`src/rtl/clahe_frame_sched.sv`:
```
// clahe_frame_sched: frame-level sequencer for the 64-tile ping-pong
// histogram/CDF RAM. Gates histogram statistics during active video. After
// each accepted frame_end it walks every tile through the CDF engine, then
// clears the old mapping bank, and finally swaps the bank roles. That order
// matters: clearing after the swap would wipe the freshly built LUTs.
module clahe_frame_sched #(
  parameter int TILE_NUM   = 64,
  parameter int TILE_IDX_W = 6,
  parameter int FCNT_W     = 16
) (
  input  logic                  pclk,
  input  logic                  rst,
  input  logic                  enable,
  input  logic                  frame_end,
  input  logic                  clear_done,
  input  logic                  cdf_done,
  output logic                  clear_start,
  output logic                  ping_pong_flag,
  output logic                  stat_en,
  output logic                  cdf_start,
  output logic [TILE_IDX_W-1:0] cdf_tile_idx,
  output logic                  busy,
  output logic                  lut_valid,
  output logic                  overrun,
  output logic [FCNT_W-1:0]     frame_cnt
);

  localparam logic [2:0] ST_INIT_WAIT = 3'd0;
  localparam logic [2:0] ST_STAT      = 3'd1;
  localparam logic [2:0] ST_CDF_REQ   = 3'd2;
  localparam logic [2:0] ST_CDF_WAIT  = 3'd3;
  localparam logic [2:0] ST_CLR_REQ   = 3'd4;
  localparam logic [2:0] ST_CLR_GAP   = 3'd5;
  localparam logic [2:0] ST_CLR_WAIT  = 3'd6;
  localparam logic [2:0] ST_SWAP      = 3'd7;

  localparam logic [TILE_IDX_W-1:0] LAST_TILE = TILE_IDX_W'(TILE_NUM - 1);
  localparam logic [TILE_IDX_W-1:0] TILE_ZERO = '0;
  localparam logic [TILE_IDX_W-1:0] TILE_ONE  = TILE_IDX_W'(1);
  localparam logic [FCNT_W-1:0]     FCNT_ZERO = '0;
  localparam logic [FCNT_W-1:0]     FCNT_ONE  = FCNT_W'(1);

  logic [2:0]            state_r;
  logic [2:0]            next_s;
  logic                  frame_acc_s;
  logic                  clear_start_r;
  logic                  ping_pong_flag_r;
  logic                  stat_en_r;
  logic                  cdf_start_r;
  logic [TILE_IDX_W-1:0] tile_r;
  logic                  busy_r;
  logic                  lut_valid_r;
  logic                  overrun_r;
  logic [FCNT_W-1:0]     frame_cnt_r;

  assign frame_acc_s    = frame_end & enable;
  assign clear_start    = clear_start_r;
  assign ping_pong_flag = ping_pong_flag_r;
  assign stat_en        = stat_en_r;
  assign cdf_start      = cdf_start_r;
  assign cdf_tile_idx   = tile_r;
  assign busy           = busy_r;
  assign lut_valid      = lut_valid_r;
  assign overrun        = overrun_r;
  assign frame_cnt      = frame_cnt_r;

  // Next-state decode of the frame sequencer.
  always_comb begin
    next_s = state_r;
    case (state_r)
      ST_INIT_WAIT: begin
        if (clear_done) begin
          next_s = ST_STAT;
        end else begin
          next_s = ST_INIT_WAIT;
        end
      end
      ST_STAT: begin
        if (frame_acc_s) begin
          next_s = ST_CDF_REQ;
        end else begin
          next_s = ST_STAT;
        end
      end
      ST_CDF_REQ: next_s = ST_CDF_WAIT;
      ST_CDF_WAIT: begin
        if (cdf_done) begin
          if (tile_r == LAST_TILE) begin
            next_s = ST_CLR_REQ;
          end else begin
            next_s = ST_CDF_REQ;
          end
        end else begin
          next_s = ST_CDF_WAIT;
        end
      end
      ST_CLR_REQ: next_s = ST_CLR_GAP;
      // The RAM only reports busy one cycle after clear_start, so clear_done
      // is not trusted until CLR_WAIT.
      ST_CLR_GAP: next_s = ST_CLR_WAIT;
      ST_CLR_WAIT: begin
        if (clear_done) begin
          next_s = ST_SWAP;
        end else begin
          next_s = ST_CLR_WAIT;
        end
      end
      ST_SWAP: next_s = ST_STAT;
      default: next_s = ST_INIT_WAIT;
    endcase
  end

  // State register plus the per-state strobes derived from it.
  always_ff @(posedge pclk) begin
    if (rst) begin
      state_r       <= ST_INIT_WAIT;
      stat_en_r     <= 1'b0;
      busy_r        <= 1'b1;
      cdf_start_r   <= 1'b0;
      clear_start_r <= 1'b0;
    end else begin
      state_r       <= next_s;
      stat_en_r     <= (next_s == ST_STAT);
      busy_r        <= (next_s != ST_STAT);
      // cdf_start follows the request state by one cycle, so the engine sees
      // the index that was already stable during CDF_REQ.
      cdf_start_r   <= (state_r == ST_CDF_REQ);
      clear_start_r <= (next_s == ST_CLR_REQ);
    end
  end

  // Tile counter: restarts on each accepted frame, advances on cdf_done.
  always_ff @(posedge pclk) begin
    if (rst) begin
      tile_r <= TILE_ZERO;
    end else if ((state_r == ST_STAT) && frame_acc_s) begin
      tile_r <= TILE_ZERO;
    end else if ((state_r == ST_CDF_WAIT) && cdf_done) begin
      if (tile_r == LAST_TILE) begin
        tile_r <= TILE_ZERO;
      end else begin
        tile_r <= tile_r + TILE_ONE;
      end
    end else begin
      tile_r <= tile_r;
    end
  end

  // Bank swap bookkeeping: flag toggle, swap count and LUT-valid latch.
  always_ff @(posedge pclk) begin
    if (rst) begin
      ping_pong_flag_r <= 1'b0;
      frame_cnt_r      <= FCNT_ZERO;
      lut_valid_r      <= 1'b0;
    end else if (state_r == ST_SWAP) begin
      ping_pong_flag_r <= ~ping_pong_flag_r;
      frame_cnt_r      <= frame_cnt_r + FCNT_ONE;
      lut_valid_r      <= 1'b1;
    end else begin
      ping_pong_flag_r <= ping_pong_flag_r;
      frame_cnt_r      <= frame_cnt_r;
      lut_valid_r      <= lut_valid_r;
    end
  end

  // Sticky overrun: a frame_end that arrives while a pass is still running.
  always_ff @(posedge pclk) begin
    if (rst) begin
      overrun_r <= 1'b0;
    end else if (frame_acc_s && (state_r != ST_STAT)) begin
      overrun_r <= 1'b1;
    end else begin
      overrun_r <= overrun_r;
    end
  end

endmodule

```
`config.mk`:
```
export PLATFORM = sky130hd
export DESIGN_NAME = clahe_frame_sched
export DESIGN_NICKNAME = d
export VERILOG_FILES = /design/src/rtl/clahe_frame_sched.sv
export SDC_FILE = /design/constraint.sdc
export NUM_CORES = 1
export LEC_CHECK = 0
export BUFFER_PORTS_ARGS = -buffer_cell sky130_fd_sc_hd__buf_2
export CAP_MARGIN = 20
export CORE_MARGIN = 2
export CORE_UTILIZATION = 45
export DETAILED_ROUTE_END_ITERATION = 8
export PLACE_DENSITY = 0.69
export SLEW_MARGIN = 15
export SYNTH_ARGS = -nofsm -noshare
export SYNTH_HDL_FRONTEND = slang
export SYNTH_SLANG_ARGS = --single-unit
```
`constraint.sdc`:
```
create_clock -name pclk -period 2.3 [get_ports pclk]
set_input_delay 0.115 -clock pclk [delete_from_list [all_inputs] [get_ports pclk]]
set_output_delay 0.115 -clock pclk [all_outputs]
set_load 0.005 [all_outputs]
```
==> run summary, run 1 <==
The number of primary I/O pins is 35, and the count of flip-flops with a built-in enable after synthesis is 0. Detailed placement finished with a half-perimeter wire length of 2015 um. The area share of the leading cell type in the synthesized netlist was 0.4580; the final-report max-slew violation count was 0. After clock tree synthesis, the clock-pin slew on the worst setup and hold paths is 0.09 ns. Final layout net count: 205. The area growth from synthesis to layout is 18.16%.

The area of the die was 3571 um^2. Type of the worst setup path: reg -> reg. Static timing analysis puts the maximum clock frequency at 0.5198 GHz. Along the worst path, the maximum fanout reaches 14. The gate count of the mapped netlist was 162. TritonCTS built the clock tree. The run gives 0.7970 as the placer's final routability congestion estimate. After clock tree synthesis, the setup repair step added 0 buffers. Of all cell types, the one taking the most synthesized area is sky130_fd_sc_hd__dfxtp_1. Final worst-path cycle share: 0.8364. When the netlist entered floorplanning its net count stood at 170. In the routed layout, each cell is associated on average with a via count of 5.365. sky130_fd_sc_hd__dfxtp_1 is the most common cell in the netlist. The initialized floorplan defines 20 standard-cell rows. A synthesized cell averages 8.635 um^2. The height of the chip is 59.76 um, and the via count of the first global-routing pass is 1,072.

The run gives 1,234 as the total via count after detailed routing. For the filler cell count in the final layout, the log shows 276. Largest net degree at the start of global routing: 25. The run gives 223 as the count of placed standard cells including taps. After synthesis, the most frequently instantiated cells are 32 x sky130_fd_sc_hd__dfxtp_1, 23 x sky130_fd_sc_hd__nor2_1, 15 x sky130_fd_sc_hd__nand2_1, 10 x sky130_fd_sc_hd__a21oi_1. The layer flagged by global routing as most heavily used is met2.

For this run, the leading register cell type out of synthesis is sky130_fd_sc_hd__dfxtp_1. Setup violations remaining at the end of the flow were counted as 0. The horizontal extent of the die came out at 59.76 um. The worst setup path is captured at a flop. The met3 usage in global routing came out at 0.07576. At the pin with the least slew margin, the transition time is 0.4418 ns. In this run the clock root is driven by a sky130_fd_sc_hd__clkbuf_4. The number of design rule violations left after detail routing was 0. The total global routing overflow came out at 0.

For the tightest slew margin relative to the limit, the log shows 0.7055. The async set or reset register ratio after synthesis was 0. Power spread over the standard cell area amounts to 604.6 nW/um^2. For this block, the routed nets add up to 2790 um of wire. Setup repair after global routing left no endpoint under its margin. Number of synthesis warnings: 0. Synthesis inferred 32 register bits.

The count of nets left with antenna violations once routing finished came out at 0. The run gives 0.2702 as the met2 global-route usage. In this run the number of H-tree levels came out at 2. The clock period minus final worst setup slack is 1.924 ns, and the summed instance area of the synthesized netlist is 1399 um^2. The tools report the maximum ir drop on the vdd rail as 0.3645 mV. After synthesis, the cell types taking the most area are sky130_fd_sc_hd__dfxtp_1 46%, sky130_fd_sc_hd__nor2_1 6.2%, sky130_fd_sc_hd__xor2_1 5.0%. Buffers inserted during clock tree synthesis total 5. The run finished with clean final reports.

Post-route non-filler standard cell count: 230. The first TritonRoute pass finished after 4 iterations. The tools report the setup clock skew after layout as 0.004205 ns.

During placement, the flow inserted port buffers numbering 34. The initial antenna violation count was 0; the layout cell share with drive strength beyond 1 was 0.2234. The post-synthesis sequential area ratio was 0.4580. The number of unique standard cell types used by synthesis came out at 35. The worst hold path belongs to the class in -> reg.

In this run the standard cell core region covers 3003 um^2. The repair_antennas step left the layout with diodes totalling 0. The routed wire length per instance is 12.13 um.

For the final routed database, the setup TNS stands at 0 ns. The count of hold-fix buffers inserted at cts is 0, and the total leakage power is 0.0006905 uW. For this block, the initial DRC count from the detailed router was 49.

Max-cap violations in this run came to 0. For the number of failing hold endpoints at the final stage, the log shows 0. For the worst setup path, the data required time is 2.56 ns.

The tools report the number of clock sinks seen by CTS as 32. The global routing met1 resource utilization is 0.2008. The worst setup path is launched from a flop.

For the worst-skew pair, the clock arrives at the later sink with an insertion delay of 0.33 ns. The tools report the starting density of the core as 0.4658. The first global-routing pass estimated 4547 um of wire. Data arrives at the worst endpoint at 2.19 ns. The run gives 0.1704 as the aggregate global-route resource usage. In this run, post-CTS repair resized a total of 0 instances. The clock passes through at most 2 buffers.
## path summary, 6_finish.rpt
check                             startpoint                          to  slack [ns]  depth (start not counted)
setup / recovery       state_r[1]$_SDFF_PP0_  frame_cnt[15]$_SDFFE_PP0P_        0.38                          4
hold / removal                    clear_done      clear_start$_SDFF_PP0_        0.17                          4
setup reg to reg       state_r[1]$_SDFF_PP0_  frame_cnt[15]$_SDFFE_PP0P_        0.38                          4
hold reg to reg   frame_cnt[15]$_SDFFE_PP0P_  frame_cnt[15]$_SDFFE_PP0P_        0.48                          2
## state kept, by name, indices dropped and copies added (netlist names)
signal,cells
lut_valid,1
clear_start,1
cdf_start,1
state_r,3
frame_cnt,16
stat_en,1
busy,1
ping_pong_flag,1
cdf_tile_idx,6
overrun,1
## per-stage QoR
step | total power (uW) | util | hold slack [ns] | cell area, um^2 | setup WS [ns]
after floorplan | 633.2 | - | 0.1866 | 1399 | 0.6977
after global placement | 654.0 | 0.5288 | 0.4476 | 1588 | 0.4560
after detailed placement | 656.9 | 0.5288 | 0.4581 | 1588 | 0.3963
after CTS | 1008 | 0.5504 | 0.1561 | 1653 | 0.3680
after global routing | 1045 | 0.5504 | 0.1831 | 1653 | 0.2748
final | 999.3 | 0.5504 | 0.1686 | 1653 | 0.3762
## worst max-delay path, stage by stage, from the launching register on
cell and delay [ns]:
sky130_fd_sc_hd__dfxtp_1 0.56, sky130_fd_sc_hd__nand4_2 0.22, sky130_fd_sc_hd__or3_4 0.46, sky130_fd_sc_hd__or4_1 0.48, sky130_fd_sc_hd__a21oi_1 0.14
## metal layers
metal,up-vias,part of all wire
li1,640,-
met1,558,0.48
met2,30,0.44
met3,6,0.062
met4,0,0.014
met5,-,0
## where the power goes
group          internal (uW)  switching, uW  total (uW)
combinational           27.2           35.2        62.3
clock                    173            182         355
sequential               566           16.1         582
total                    766            233         999
## cell families (layout without fill, tap and decap cells)
| logic type | Yosys count | after routing | synth area share |
|---|---|---|---|
| DFF | 32 | 32 | 0.4580 |
| xor gates and xnor gates | 15 | 15 | 0.09392 |
| AOI/OAI and AO/OA | 22 | 22 | 0.09303 |
| and+or+nand+nor | 82 | 82 | 0.3086 |
| buffers and inverters | 8 | 43 | 0.02147 |
| muxes | 1 | 1 | 0.007156 |
| adders and majority gates | 2 | 2 | 0.01789 |
## area by class of cell
cell class,instances,area [um^2],area share
multi-input combinational,122,728.2,0.4406
sequential,32,640.6,0.3876
timing repair buffer,34,170.2,0.1030
clock buffer,7,65.06,0.03936
tap,33,41.29,0.02498
inverter,2,7.507,0.004542
## placed cells by master (no fill, tap or decap), drive strengths merged
cell type  instances
nor3b              2
or4                1
or3                6
ha                 2
and2               1
o21a               1
nand4              6
nor4b              1
o31ai              1
xor2               8
nor4               2
nor3               6
and4b              1
dfxtp             32
nand2             15
a31oi              1
a21oi             10
mux2i              1
o21ai              5
and3               4
inv                2
clkbuf             7
buf               34
nand4b             1
xnor2              7
a311oi             1
o21bai             1
a211o              1
nor2b              1
nor2              23
a31o               1
nand2b             1
nand3              8
and4               3
No activity file was read; power rests on OpenSTA's default activity.
==> run 2: changes to the inputs <==
--- a/config.mk
+++ b/config.mk
@@ -10,7 +10,7 @@
 export CORE_MARGIN = 2
 export CORE_UTILIZATION = 45
 export DETAILED_ROUTE_END_ITERATION = 8
-export PLACE_DENSITY = 0.69
+export PLACE_DENSITY = 0.72
 export SLEW_MARGIN = 15
 export SYNTH_ARGS = -nofsm -noshare
 export SYNTH_HDL_FRONTEND = slang
==> constraint.sdc (replaced) <==
create_clock -name pclk -period 1.65 [get_ports pclk]
set_input_delay 0.0825 -clock pclk [delete_from_list [all_inputs] [get_ports pclk]]
set_output_delay 0.0825 -clock pclk [all_outputs]
set_load 0.005 [all_outputs]
==> run summary, run 2 (synthesized netlist as in run 1, its figures left out) <==
The clock period minus final worst setup slack is 1.609 ns (-0.3151 ns). The worst min-delay path class was in -> reg. Leaving out fill and tap cells, the most frequent cell in the layout is sky130_fd_sc_hd__buf_2. The tools report the total via count after detailed routing as 1,323 (+7.2%).

The run finished with clean final reports. For the total leakage power, the log shows 0.0007565 uW (+9.6%). The share of the core filled with cells in the final layout was 0.5804 (+0.03000).

The largest net degree at the start of global routing was 25 (unchanged). Tightest slew margin relative to the limit: 0.7070 (+0.001564). The sum of buffers and inverters on the critical path was 0 (unchanged); the wire length of the first global-routing pass was 5188 um (+14%). The critical path required time was 1.91 ns (-0.65 ns); the final-report max-slew violation count was 0 (unchanged). The power density relative to cell area works out to 740.2 nW/um^2 (+22%). The run gives 2 (unchanged) as the H-tree depth. The aggregate global-route resource usage is 0.1935 (+0.02307). The run gives 2282 um (+13%) as the post-detailed-placement half-perimeter wirelength. The number of clock sinks seen by CTS came out at 32 (unchanged).

For the number of iterations in the first detailed-routing pass, the log shows 6 (+2). The slew of the pin with the lowest slew margin was 0.4395 ns (-0.002346 ns); the clock insertion delay at the later pin of the skew report was 0.33 ns (about the same). The number of max-cap violations is 0 (unchanged). The run gives 238 (+6.7%) as the count of placed standard cells including taps. Placer's final routability congestion estimate: 0.8115 (+1.8%). The run gives 0 (unchanged) as the number of nets still failing antenna checks after routing. The critical path's slowest cell was sky130_fd_sc_hd__or4_1.

The number of failing hold endpoints at the final stage was 0 (unchanged); the routed wire length per instance was 12.93 um (+6.6%). The tools report the startpoint class of the critical path as a flop. The final layout net count is 220 (+7.3%). The fmax is 0.6216 GHz (+20%), and the DRC marker count from the first detailed-route iteration is 64 (+31%).

Final worst-path cycle share: 0.9749 (+0.1385). The run gives 0 (unchanged) as the count of buffers added by post-CTS timing repair for setup. The height of the chip was 59.76 um (unchanged); the initial antenna violation count was 0 (unchanged).

STA classifies the critical path endpoint as a flop. The clock-pin transition on the worst setup and hold timing paths is 0.10 ns (about the same). The setup TNS is 0 ns (unchanged).

The tools report the cell chosen for the clock root as sky130_fd_sc_hd__clkbuf_4. The run gives 243 (+5.7%) as the post-route non-filler standard cell count. Leaving out fill and tap cells, the most frequent cells in the layout are 34 x sky130_fd_sc_hd__buf_2, 28 x sky130_fd_sc_hd__dfxtp_1, 23 x sky130_fd_sc_hd__nor2_1, 15 x sky130_fd_sc_hd__nand2_1, 15 x sky130_fd_sc_hd__buf_4. For the arrival time of the worst setup path, the log shows 1.87 ns (-0.32 ns). The core box area is 3003 um^2 (unchanged). The layout cell share with drive strength beyond 1 is 0.2905 (+0.06713), and the clock buffer count from CTS is 5 (unchanged). The type of the worst setup path was reg -> reg. The largest fanout of any net on the critical path works out to 5 (-9).

Grouping stages by cell kind, the critical path spends the most delay in simple AND/OR/NAND/NOR gates. The via count of the first global-routing pass is 1,235 (+15%). For the maximum root-to-sink buffer count, the log shows 2 (unchanged).

The run gives 0 (unchanged) as the final-report setup violation count. Starting density of the core: 0.4658 (unchanged). Setup repair after global routing could not meet its margin everywhere. The flip-flop count of the largest register, all copies and words added is 16 (unchanged), and the critical path's largest stage delay is 0.48 ns (-0.08 ns).

Relative to the synthesized area, the layout overhead comes to 24.60%. The number of design rule violations left after detail routing came out at 0 (unchanged). For the total wire length, the log shows 3141 um (+13%). The logs give 0 (unchanged) for the antenna diode count and 20 (unchanged) for the number of placement rows.

Area of the die: 3571 um^2 (unchanged). The maximum ir drop on the vdd rail is 0.4456 mV (+22%). The critical path goes through nand4_1, or3_4, or4_1, a21oi_1. The number of primary I/O pins is 35 (unchanged), and the port buffer count is 34 (unchanged). The tools report the total global routing overflow as 0 (unchanged).

The via count normalized by instance count was 5.444 (+1.5%). The tools report the setup clock skew after layout as 0.01229 ns (+0.008087 ns). TritonCTS built the clock tree.

The horizontal extent of the die is 59.76 um (unchanged).
run 2: changes by cell type in the layout (fill, tap and decap cells not counted), sizes merged:
cell,previous run,this run
buf,34,49
clkbuf,7,5
run 2: per-layer routing:
layer	up-vias	share of wire	global-route usage
met1	604	0.45	0.2296
met4	0	0.016	0.07302
li1	671	-	-
met3	6	0.058	0.08009
met2	42	0.47	0.3106
met5	-	0	0
run 2: path summary, 6_finish.rpt:
| kind | start | endpoint | slack [ns] | cells after the start |
|---|---|---|---|---|
| setup / recovery | frame_cnt[3]$_SDFFE_PP0P_ | frame_cnt[15]$_SDFFE_PP0P_ | 0.04 | 4 |
| hold / removal | enable | overrun$_SDFFE_PP0P_ | 0.12 | 5 |
| setup reg to reg | frame_cnt[3]$_SDFFE_PP0P_ | frame_cnt[15]$_SDFFE_PP0P_ | 0.04 | 4 |
| hold reg to reg | lut_valid$_SDFFE_PP0P_ | lut_valid$_SDFFE_PP0P_ | 0.48 | 2 |
run 2: through the flow:
stage	setup WS (ns)	power, uW	hold WS [ns]	area [um^2]
finish	0.04136	1290	0.1230	1743
global route	-0.02632	1356	0.1505	1743
CTS	0.04374	1299	0.1179	1738
detailed placement	0.06399	924.0	0.4574	1700
global placement	0.1329	919.8	0.4478	1700
floorplan	0.04766	882.6	0.1541	1399
run 2: worst reg2reg max path, cell delays in order (launching register included):
cell and delay [ns]:
sky130_fd_sc_hd__dfxtp_2 0.34, sky130_fd_sc_hd__nand4_1 0.16, sky130_fd_sc_hd__or3_4 0.39, sky130_fd_sc_hd__or4_1 0.48, sky130_fd_sc_hd__a21oi_1 0.16
run 2: repair_timing:
| action | 4_1_cts | 5_1_grt |
|---|---|---|
| hold endpoints to repair | 0 | 0 |
| hold buffers | 0 | 0 |
| resized for setup | 0 | 4 |
| setup endpoints to repair | 0 | 2 |
run 2: cell type report:
class	instances	area (um^2)
multi-input cells	122	728.2
inverters	2	7.507
flip-flops and latches	32	645.6
clock buffers	5	37.54
well taps	33	41.29
fillers	279	1260
repair buffers	49	282.8
run 2: where the power goes:
part | internal [uW] | total, uW | leakage, uW | switching [uW]
registers | 790 | 798 | 0.000261 | 8.90
logic | 45.3 | 109 | 0.000473 | 63.9
clock network | 142 | 382 | 0.0000230 | 240
total | 977 | 1290 | 0.000757 | 313
